### src/rtl/demux_pkg.sv
// Shared constants and types for the four-channel demux router.
package demux_pkg;

  localparam int NUM_CH    = 4;
  localparam int SEL_W     = 2;
  localparam int DEF_WIDTH = 4;
  localparam int DEF_CNT_W = 8;

  typedef enum logic {
    EMPTY = 1'b0,
    FULL  = 1'b1
  } slot_state_t;

endpackage

### src/rtl/demux_slot.sv
// One output channel: single-entry slot, its data register and a wrapping delivery counter.
module demux_slot
  import demux_pkg::*;
#(
  parameter int WIDTH = DEF_WIDTH,
  parameter int CNT_W = DEF_CNT_W
) (
  input  logic             clk,
  input  logic             rst_n,
  input  logic             load,
  input  logic [WIDTH-1:0] load_data,
  input  logic             ready,
  output logic             valid,
  output logic [WIDTH-1:0] data,
  output logic [CNT_W-1:0] count
);

  slot_state_t      state_reg, state_next;
  logic [WIDTH-1:0] data_reg;
  logic [CNT_W-1:0] count_reg;
  logic             take;

  // Ready is only honoured while the slot actually holds a word.
  assign take  = (state_reg == FULL) && ready;
  assign valid = (state_reg == FULL);
  assign data  = data_reg;
  assign count = count_reg;

  always_ff @(posedge clk or negedge rst_n) begin
    if (!rst_n) begin
      state_reg <= EMPTY;
    end else begin
      state_reg <= state_next;
    end
  end

  // A refill in the same cycle as a drain wins, so the slot stays FULL without a bubble.
  always_comb begin
    state_next = state_reg;
    if (load) begin
      state_next = FULL;
    end else if (take) begin
      state_next = EMPTY;
    end
  end

  always_ff @(posedge clk or negedge rst_n) begin
    if (!rst_n) begin
      data_reg  <= '0;
      count_reg <= '0;
    end else begin
      if (load) begin
        data_reg <= load_data;
      end
      if (take) begin
        count_reg <= count_reg + 1'b1;
      end
    end
  end

endmodule

### src/rtl/demux_router.sv
// Routes one input stream to four independent one-entry output slots selected by in_sel.
module demux_router
  import demux_pkg::*;
#(
  parameter int WIDTH = DEF_WIDTH,
  parameter int CNT_W = DEF_CNT_W
) (
  input  logic                    clk,
  input  logic                    rst_n,
  input  logic                    in_valid,
  output logic                    in_ready,
  input  logic [WIDTH-1:0]        in_data,
  input  logic [SEL_W-1:0]        in_sel,
  output logic [NUM_CH-1:0]       out_valid,
  input  logic [NUM_CH-1:0]       out_ready,
  output logic [NUM_CH*WIDTH-1:0] out_data,
  output logic [NUM_CH*CNT_W-1:0] out_count
);

  logic              in_fire;
  logic [NUM_CH-1:0] load;

  // Accept when the addressed slot is empty or is being drained this same cycle.
  assign in_ready = !out_valid[in_sel] || out_ready[in_sel];
  assign in_fire  = in_valid && in_ready;

  generate
    for (genvar gi = 0; gi < NUM_CH; gi++) begin : g_ch
      assign load[gi] = in_fire && (in_sel == SEL_W'(gi));

      demux_slot #(
        .WIDTH(WIDTH),
        .CNT_W(CNT_W)
      ) u_slot (
        .clk      (clk),
        .rst_n    (rst_n),
        .load     (load[gi]),
        .load_data(in_data),
        .ready    (out_ready[gi]),
        .valid    (out_valid[gi]),
        .data     (out_data[gi*WIDTH +: WIDTH]),
        .count    (out_count[gi*CNT_W +: CNT_W])
      );
    end
  endgenerate

endmodule

### config.mk
export PLATFORM = sky130hd
export DESIGN_NAME = demux_router
export DESIGN_NICKNAME = d
export VERILOG_FILES = /design/src/rtl/demux_pkg.sv /design/src/rtl/demux_slot.sv /design/src/rtl/demux_router.sv
export SDC_FILE = /design/constraint.sdc
export NUM_CORES = 1
export LEC_CHECK = 0
export CELL_PAD_IN_SITES_DETAIL_PLACEMENT = 1
export CELL_PAD_IN_SITES_GLOBAL_PLACEMENT = 1
export CORE_AREA = 5 5 94 96
export DETAILED_ROUTE_END_ITERATION = 10
export DIE_AREA = 0 0 99 101
export GPL_ROUTABILITY_DRIVEN = 0
export PLACE_DENSITY_LB_ADDON = 0.2
export SKIP_LAST_GASP = 1
export SYNTH_ARGS = -nofsm -noshare
export SYNTH_HDL_FRONTEND = slang
export SYNTH_HIERARCHICAL = 1
export SYNTH_SLANG_ARGS = --single-unit
### constraint.sdc
create_clock -name clk -period 1.9 [get_ports clk]
set_input_delay 0.57 -clock clk [delete_from_list [all_inputs] [get_ports clk]]
set_output_delay 0.57 -clock clk [all_outputs]
set_load 0.01 [all_outputs]
==> tab_implementation.tex, run 1 <==
\begin{tabular}{lr}
\hline
Metric & Value \\
\hline
\multicolumn{2}{l}{\textbf{Run status}} \\
Run status & finished, violations left \\
Violated checks & setup timing \\
\multicolumn{2}{l}{\textbf{Hold path}} \\
Classification of the worst-slack hold path & in2async \\
\multicolumn{2}{l}{\textbf{Clocking}} \\
Max clock buf depth & 2 \\
Max H-tree Level & 2 \\
Clock tree from TritonCTS & yes \\
Clock Sink Count & 52 \\
Root cell of the clock tree & clkbuf\_8 \\
TritonCTS Buffers & 5 \\
Clock input transition at the sequential cells of the worst setup and hold paths & $\sim$90 ps \\
Clock latency on the worst-skew pair & 300 ps \\
\multicolumn{2}{l}{\textbf{GRT}} \\
Total overflow reported by the global router & 0 \\
Pin count of the biggest net entering global routing & 53 \\
GRT Resource Usage Total & between 10\% and 20\% \\
Initial antenna violation count & 1 \\
Global-route wire length before repair & 9335 um \\
Via count of the first global-routing pass & 1,834 \\
\multicolumn{2}{l}{\textbf{Route}} \\
Vias after detailed routing & 1,646 \\
Pre-Repair DR Iteration Count & 4 \\
Final ANT Viol Nets & 0 \\
Total Wirelength & 5387 um \\
DRC marker count from the first detailed-route iteration & 52 \\
Routed wire per std cell & about 14 um \\
DRC errors left & 0 \\
Via-to-Cell Ratio & 4.332 \\
\multicolumn{2}{l}{\textbf{STA}} \\
Post-layout worst setup margin & -68.07 ps \\
Hold Violations, Final & 0 \\
Peak clock frequency supported by timing & 508.1 MHz \\
Final slew viol count & 0 \\
Min Tclk post-route & 1968 ps \\
Final critical-path share of the clock period & 103.6\% \\
Number of failing setup endpoints in the final timing report & 1 \\
Least-Margin Pin Slew & $\sim$290 ps \\
Setup repair after global routing missed its margin & yes \\
Min Hold Slack & 247.8 ps \\
Max-slew headroom & between 80\% and 90\% \\
Clock skew after layout & 3.627 ps \\
\multicolumn{2}{l}{\textbf{Die}} \\
Die width & 99 um \\
Die area & 9999 um\^{}2 \\
Area of the core & between 7000 and 8000 um\^{}2 \\
Core Rows & 33 \\
Starting utilization of the core area & 28.72\% \\
Number of ports placed on the die boundary & 66 \\
Die height & 101 um \\
\multicolumn{2}{l}{\textbf{Power and ir drop}} \\
Switching power as a share of total power & 31.50\% \\
Fraction of power consumed by sequential logic & between 40\% and 50\% \\
Peak supply drop & 0.0004816 V \\
Net load switching power & 1.166 mW \\
Leakage & 1.739 nW \\
Share of total power in combinational logic & 39.1\% \\
Clock group share of total power & 17.7\% \\
Pwr/cell area & 1074 nW/um\^{}2 \\
Internal power consumption & 2.535 mW \\
\multicolumn{2}{l}{\textbf{Critical path}} \\
Critical Path End Type & primary output \\
Count of cells along the worst register-to-register path & 4 \\
Crit path largest cell delay & 470 ps \\
Crit path arrival time & around 1400 ps \\
Critical path class & in2out \\
Critical path, cell by cell & buf\_6 -> nand2b\_4 -> mux4\_2 -> buf\_6 \\
Startpoint Class & input pin \\
Crit path required time & approximately 1300 ps \\
Cell type of the slowest stage on the worst timing path & mux4\_2 \\
Critical Path Most Common Cell & buf\_6 \\
CP max FO & 2 \\
\multicolumn{2}{l}{\textbf{Yosys}} \\
Part of the Yosys area used for sequential elements & 56.86\% \\
Yosys reg bits & 52 \\
Top-count cell post-synth & dfrtp\_1 \\
Commonest cells in the netlist & dfrtp\_1, mux2\_2, xor2\_1 \\
Average size of a mapped cell & about 14 um\^{}2 \\
Top\_reg\_cell synth & dfrtp\_1 \\
Post-Synthesis Cells & 169 \\
Unique masters post-synth & 21 \\
Area leader, netlist & dfrtp\_1 \\
EDFF count, synth & 0 \\
Async set or reset register ratio after synthesis & 100.0\% \\
Number of warnings issued by yosys & 6 \\
Cell types occupying the most area after synthesis & dfrtp\_1, mux2\_2, xor2\_1, nor4\_4, xnor2\_1 \\
Area share of the largest cell type after synthesis & 56.86\% \\
Cell area after synthesis & 2288 um\^{}2 \\
Syn\_nets & 186 \\
\multicolumn{2}{l}{\textbf{Layout}} \\
Net count reported at finish & 290 \\
Area used by multi-input combinational logic & 987.2 um\^{}2 \\
Largest register FFs & 32 \\
Area overhead of the layout relative to synthesis & 50.57\% \\
Fill cell total of the finished layout & 849 \\
Footprint of the flip-flops and latches & $\sim$1300 um\^{}2 \\
Layout cell share with drive strength beyond 1 & 33.58\% \\
\multicolumn{2}{l}{\textbf{Placed design}} \\
Post-detail-place hpwl & 3980 um \\
Count of buffers inserted at the top-level ports & 65 \\
Setup slack after placement & -848.4 ps \\
\multicolumn{2}{l}{\textbf{Run}} \\
Reported max-cap violation count & 0 \\
\hline
\end{tabular}
==> kinds of logic (layout without fill, tap and decap cells) <==
family	Yosys count	after routing	share of synthesized area, %
simple gates	56	56	17.44
flops	52	52	56.86
xor+xnor	28	28	10.72
mux	21	21	10.83
fa+ha+maj	4	4	2.187
compound gates	4	4	1.312
buf+inv	4	109	0.6559
other cells	0	1	0
==> power by group through the flow <==
stage / registers (mW) / logic (mW) / clock network (mW)
finish: 1.60 / 1.45 / 0.656
global route: 1.65 / 1.59 / 0.744
CTS: 1.63 / 1.32 / 0.696
detailed placement: 1.69 / 1.21 / 0
global placement: 1.69 / 1.19 / 0
floorplan: 1.77 / 0.364 / 0
==> placed cells by master (no fill, tap or decap) <==
master / synthesis / layout
nor3_2: 4 / 4
clkdlybuf4s50_1: 0 / 46
mux4_2: 1 / 1
and4_1: 1 / 1
buf_6: 0 / 5
nor4bb_1: 1 / 1
nand2_1: 16 / 16
a21o_1: 4 / 4
buf_4: 0 / 31
dlymetal6s2s_1: 0 / 7
nand3_1: 4 / 4
and4b_1: 2 / 2
nor2_1: 8 / 8
nand2b_4: 2 / 4
xnor2_1: 8 / 8
ha_1: 4 / 4
nand2_2: 4 / 4
inv_1: 4 / 4
clkbuf_8: 0 / 6
dlygate4sd2_1: 0 / 5
buf_2: 0 / 1
nor4_4: 4 / 4
dfrtp_2: 0 / 4
buf_12: 0 / 1
diode_2: 0 / 1
clkinv_2: 0 / 2
nor3_1: 4 / 4
mux2_2: 20 / 20
dfrtp_1: 52 / 48
nand3_2: 4 / 4
xor2_1: 20 / 20
clkbuf_2: 0 / 1
==> stage by stage <==
stage          setup TNS, ps  utilization, %  power [mW]  area [um^2]  cells
2_1_floorplan              0               -       2.138         2288    169
3_3_place_gp           -3441           40.23       2.877         3206    356
3_5_place_dp           -3508           40.23       2.904         3206    356
4_1_cts               -99.74           41.64       3.645         3318    368
5_1_grt               -103.3           43.24       3.979         3446    380
6_report              -68.07           43.24       3.700         3446    380
==> worst max-delay path: cells and delay by family <==
kind	cells	cell delay, ps
muxes	1	470
buffers and inverters	2	230
and+or+nand+nor	1	130
==> layer usage <==
| metal | up-vias | track usage, % | part of all wire [%] |
|---|---|---|---|
| li1 | 781 | - | - |
| met1 | 813 | 14.87 | 44 |
| met2 | 46 | 18.18 | 45 |
| met3 | 6 | 5.398 | 9.2 |
| met4 | 0 | 3.151 | 1.1 |
| met5 | - | 0 | 0 |
==> path summary, 6_finish.rpt <==
check,end,startpoint,slack [ps]
max reg2reg,g_ch[0].u_slot/data[1],g_ch[0].u_slot/valid,570
min reg2reg,g_ch[2].u_slot/count[7],g_ch[2].u_slot/count[7],470
max,in_ready,out_ready[3],-70
min in group clk,g_ch[2].u_slot/count[7],g_ch[2].u_slot/count[7],470
min,g_ch[0].u_slot/count[5],rst_n,250
max in group asynchronous,g_ch[3].u_slot/count[4],rst_n,1410
==> final cells by class <==
| type | instances | share of cell area, % |
|---|---|---|
| clock inverters | 2 | 0.2905 |
| diodes | 1 | 0.07262 |
| clock buffers | 6 | 2.397 |
| flip-flops and latches | 52 | 37.91 |
| multi-input cells | 113 | 28.65 |
| repair buffers | 97 | 26.43 |
| inverters | 4 | 0.4357 |
| well taps | 105 | 3.813 |
==> repair_timing <==
action	CTS	global route
setup buffers	4	11
resized for setup	31	16
setup endpoints to repair	9	16
hold buffers	0	0
No activity file was read; power rests on OpenSTA's default activity.
==> run 2, diff against run 1 <==
- CAP_MARGIN: default -> 20
- CORE_AREA: 5 5 94 96 -> 2 2 91 93
- DIE_AREA: 0 0 99 101 -> 0 0 93 95
- clock period: 1.9 -> 1.6 ns (I/O delays scaled with it)
==> run 2 against run 1 <==
Net effect: the run still ends with setup timing left; worst hold slack lost 90 ps; first-iteration DRC count down 44%; global-route usage is 2.1 points higher; design area hardly changed; critical endpoint unchanged; non-clock buffer count grew 11; worst setup slack worse by 190 ps.
==> tab_implementation.tex, run 2 (synthesis results as in run 1) <==
\begin{tabular}{lr}
\hline
Metric & Value \\
\hline
\multicolumn{2}{l}{\textbf{STA}} \\
Setup repair after global routing missed its margin & yes (unchanged) \\
Clock skew after layout & 4.286 ps (was 3.627 ps) \\
Hold Violations, Final & 0 (unchanged) \\
Final critical-path share of the clock period & 116.3\% \\
Min Tclk post-route & 1861 ps \\
Post-layout worst setup margin & -261.3 ps (was -68.07 ps) \\
Min Hold Slack & 157.6 ps (was 247.8 ps) \\
Number of failing setup endpoints in the final timing report & 1 (unchanged) \\
Peak clock frequency supported by timing & 537.2 MHz \\
Final slew viol count & 0 (unchanged) \\
Max-slew headroom & 81.01\% (was 80.60\%) \\
Least-Margin Pin Slew & 284.8 ps (was 290.9 ps) \\
\multicolumn{2}{l}{\textbf{Route}} \\
Top routing layer used & met4 (unchanged) \\
Pre-Repair DR Iteration Count & 4 (unchanged) \\
Metal2 WL & 2512 um (was 2447 um) \\
Total Wirelength & 5542 um (was 5387 um) \\
Routed wire per std cell & 14.21 um (was 14.18 um) \\
Final ANT Viol Nets & 0 (unchanged) \\
Routed metal-1 wirelength & 2689 um (was 2382 um) \\
Via-to-Cell Ratio & 4.328 (was 4.332) \\
Length of routed met3 wiring & 262 um (was 498 um) \\
DRC marker count from the first detailed-route iteration & 29 (was 52) \\
Vias after detailed routing & 1,688 (was 1,646) \\
DRC errors left & 0 (unchanged) \\
\multicolumn{2}{l}{\textbf{Layout}} \\
Most common cell after layout, fill and taps aside & dfrtp\_1 (unchanged) \\
Net count reported at finish & 301 (was 290) \\
Area overhead of the layout relative to synthesis & 50.68\% (was 50.57\%) \\
Count of inserted antenna diode cells & 0 (was 1) \\
Fin util & 43.50\% (was 43.24\%) \\
Area used by multi-input combinational logic & 1002 um\^{}2 (was 987.2 um\^{}2) \\
Highest-count cells in the layout ignoring fill and taps & dfrtp\_1, dlygate4sd2\_1, buf\_4, mux2\_2, xor2\_1 (was dfrtp\_1, clkdlybuf4s50\_1, buf\_4, mux2\_2, xor2\_1) \\
Fill cell total of the finished layout & 889 (was 849) \\
Largest register FFs & 32 (unchanged) \\
Footprint of the flip-flops and latches & 1301 um\^{}2 (was 1306 um\^{}2) \\
Layout cell share with drive strength beyond 1 & 36.14\% (was 33.58\%) \\
\multicolumn{2}{l}{\textbf{Clocking}} \\
TritonCTS Buffers & 5 (unchanged) \\
Clock tree from TritonCTS & yes (unchanged) \\
Max clock buf depth & 2 (unchanged) \\
Hold buffer count at CTS & 0 (unchanged) \\
Clock Sink Count & 52 (unchanged) \\
Clock input transition at the sequential cells of the worst setup and hold paths & 100 ps (was 90 ps) \\
Root cell of the clock tree & clkbuf\_8 (unchanged) \\
Clock latency on the worst-skew pair & 300 ps (about the same) \\
Max H-tree Level & 2 (unchanged) \\
\multicolumn{2}{l}{\textbf{Die}} \\
Die width & 93 um (was 99 um) \\
Die area & 8835 um\^{}2 (was 9999 um\^{}2) \\
Starting utilization of the core area & 28.87\% (was 28.72\%) \\
Number of ports placed on the die boundary & 66 (unchanged) \\
Die height & 95 um (was 101 um) \\
Core Rows & 33 (unchanged) \\
Area of the core & 7928 um\^{}2 (was 7969 um\^{}2) \\
\multicolumn{2}{l}{\textbf{Run status}} \\
Violated checks & setup timing (unchanged) \\
Run status & finished, violations left (unchanged) \\
\multicolumn{2}{l}{\textbf{GRT}} \\
Pin count of the biggest net entering global routing & 53 (unchanged) \\
GRT Resource Usage Total & 13.87\% (was 11.75\%) \\
Via count of the first global-routing pass & 1,748 (was 1,834) \\
Global-route wire length before repair & 9335 um (unchanged) \\
Initial antenna violation count & 0 (was 1) \\
Total overflow reported by the global router & 0 (unchanged) \\
\multicolumn{2}{l}{\textbf{Run}} \\
Reported max-cap violation count & 0 (unchanged) \\
\multicolumn{2}{l}{\textbf{Critical path}} \\
Critical Path End Type & primary output (unchanged) \\
Startpoint Class & register (was input pin) \\
Critical R2R Capture & g\_ch[0].u\_slot/data[2] (was g\_ch[0].u\_slot/data[1]) \\
CP max FO & 2 (unchanged) \\
Reg2reg start & g\_ch[0].u\_slot/valid (unchanged) \\
Critical path class & reg2out (was in2out) \\
Crit path arrival time & 1380 ps (was 1400 ps) \\
Count of cells along the worst register-to-register path & 4 (unchanged) \\
Register-to-register path setup slack & 230 ps (was 570 ps) \\
Crit path required time & 1120 ps (was 1330 ps) \\
\multicolumn{2}{l}{\textbf{Power and ir drop}} \\
Total power & 4.246 mW (was 3.700 mW) \\
Pwr/cell area & 1231 nW/um\^{}2 (was 1074 nW/um\^{}2) \\
Peak supply drop & 0.0006022 V (was 0.0004816 V) \\
Leakage & 1.853 nW (was 1.739 nW) \\
\multicolumn{2}{l}{\textbf{Placed design}} \\
Post-detail-place hpwl & 4062 um (was 3980 um) \\
Count of buffers inserted at the top-level ports & 65 (unchanged) \\
Setup slack after placement & -1017 ps (was -848.4 ps) \\
\multicolumn{2}{l}{\textbf{Hold path}} \\
Classification of the worst-slack hold path & in2async (unchanged) \\
\hline
\end{tabular}
-- run 2: worst max path at each step --
stage / end / depth (start not counted) / start / slack, ps
after floorplan: in_ready / 2 / out_ready[3] / 30
after global placement: in_ready / 4 / out_ready[2] / -1030
after detailed placement: in_ready / 4 / out_ready[2] / -1020
after CTS: in_ready / 3 / g_ch[3].u_slot/valid / -280
after global routing: in_ready / 3 / g_ch[3].u_slot/valid / -310
final: in_ready / 3 / g_ch[3].u_slot/valid / -260
-- run 2: area by class of cell --
class / instances / share of cell area, %
tap: 105 / 3.810
clock inverter: 2 / 0.2903
clock buffer: 6 / 2.395
inverter: 4 / 0.4354
timing repair buffer: 108 / 26.27
multi-input combinational: 113 / 29.06
sequential: 52 / 37.74
-- run 2: repair_timing --
item / CTS / global route
buffers inserted: 11 / 2
gates resized for setup: 88 / 7
pin swaps: 1 / 0
endpoints found under the setup margin: 69 / 9
endpoints found under the hold margin: 0 / 0
-- run 2: per-layer routing --
metal	vias to the layer above	global-route usage (%)
met5	-	0
met1	832	19.29
li1	805	-
met2	43	21.20
met3	8	3.591
met4	0	4.412
-- run 2: through the flow --
step	cells	TNS, ps	instance area, um^2
after global placement	371	-9679	3324
after floorplan	169	0	2295
after detailed placement	371	-10220	3324
final	390	-261.3	3448
after global routing	390	-346.9	3448
after CTS	390	-289.4	3443
-- run 2: critical path: stages (launching register included) --
cell,delay (ps)
dfrtp_1,400
nand2b_4,60
mux4_2,470
buf_6,140
-- run 2: report_power, final --
part | total [mW] | switching (mW) | internal, mW
Clock | 0.788 | 0.441 | 0.347
Sequential | 1.80 | 0.175 | 1.62
Combinational | 1.66 | 0.778 | 0.882
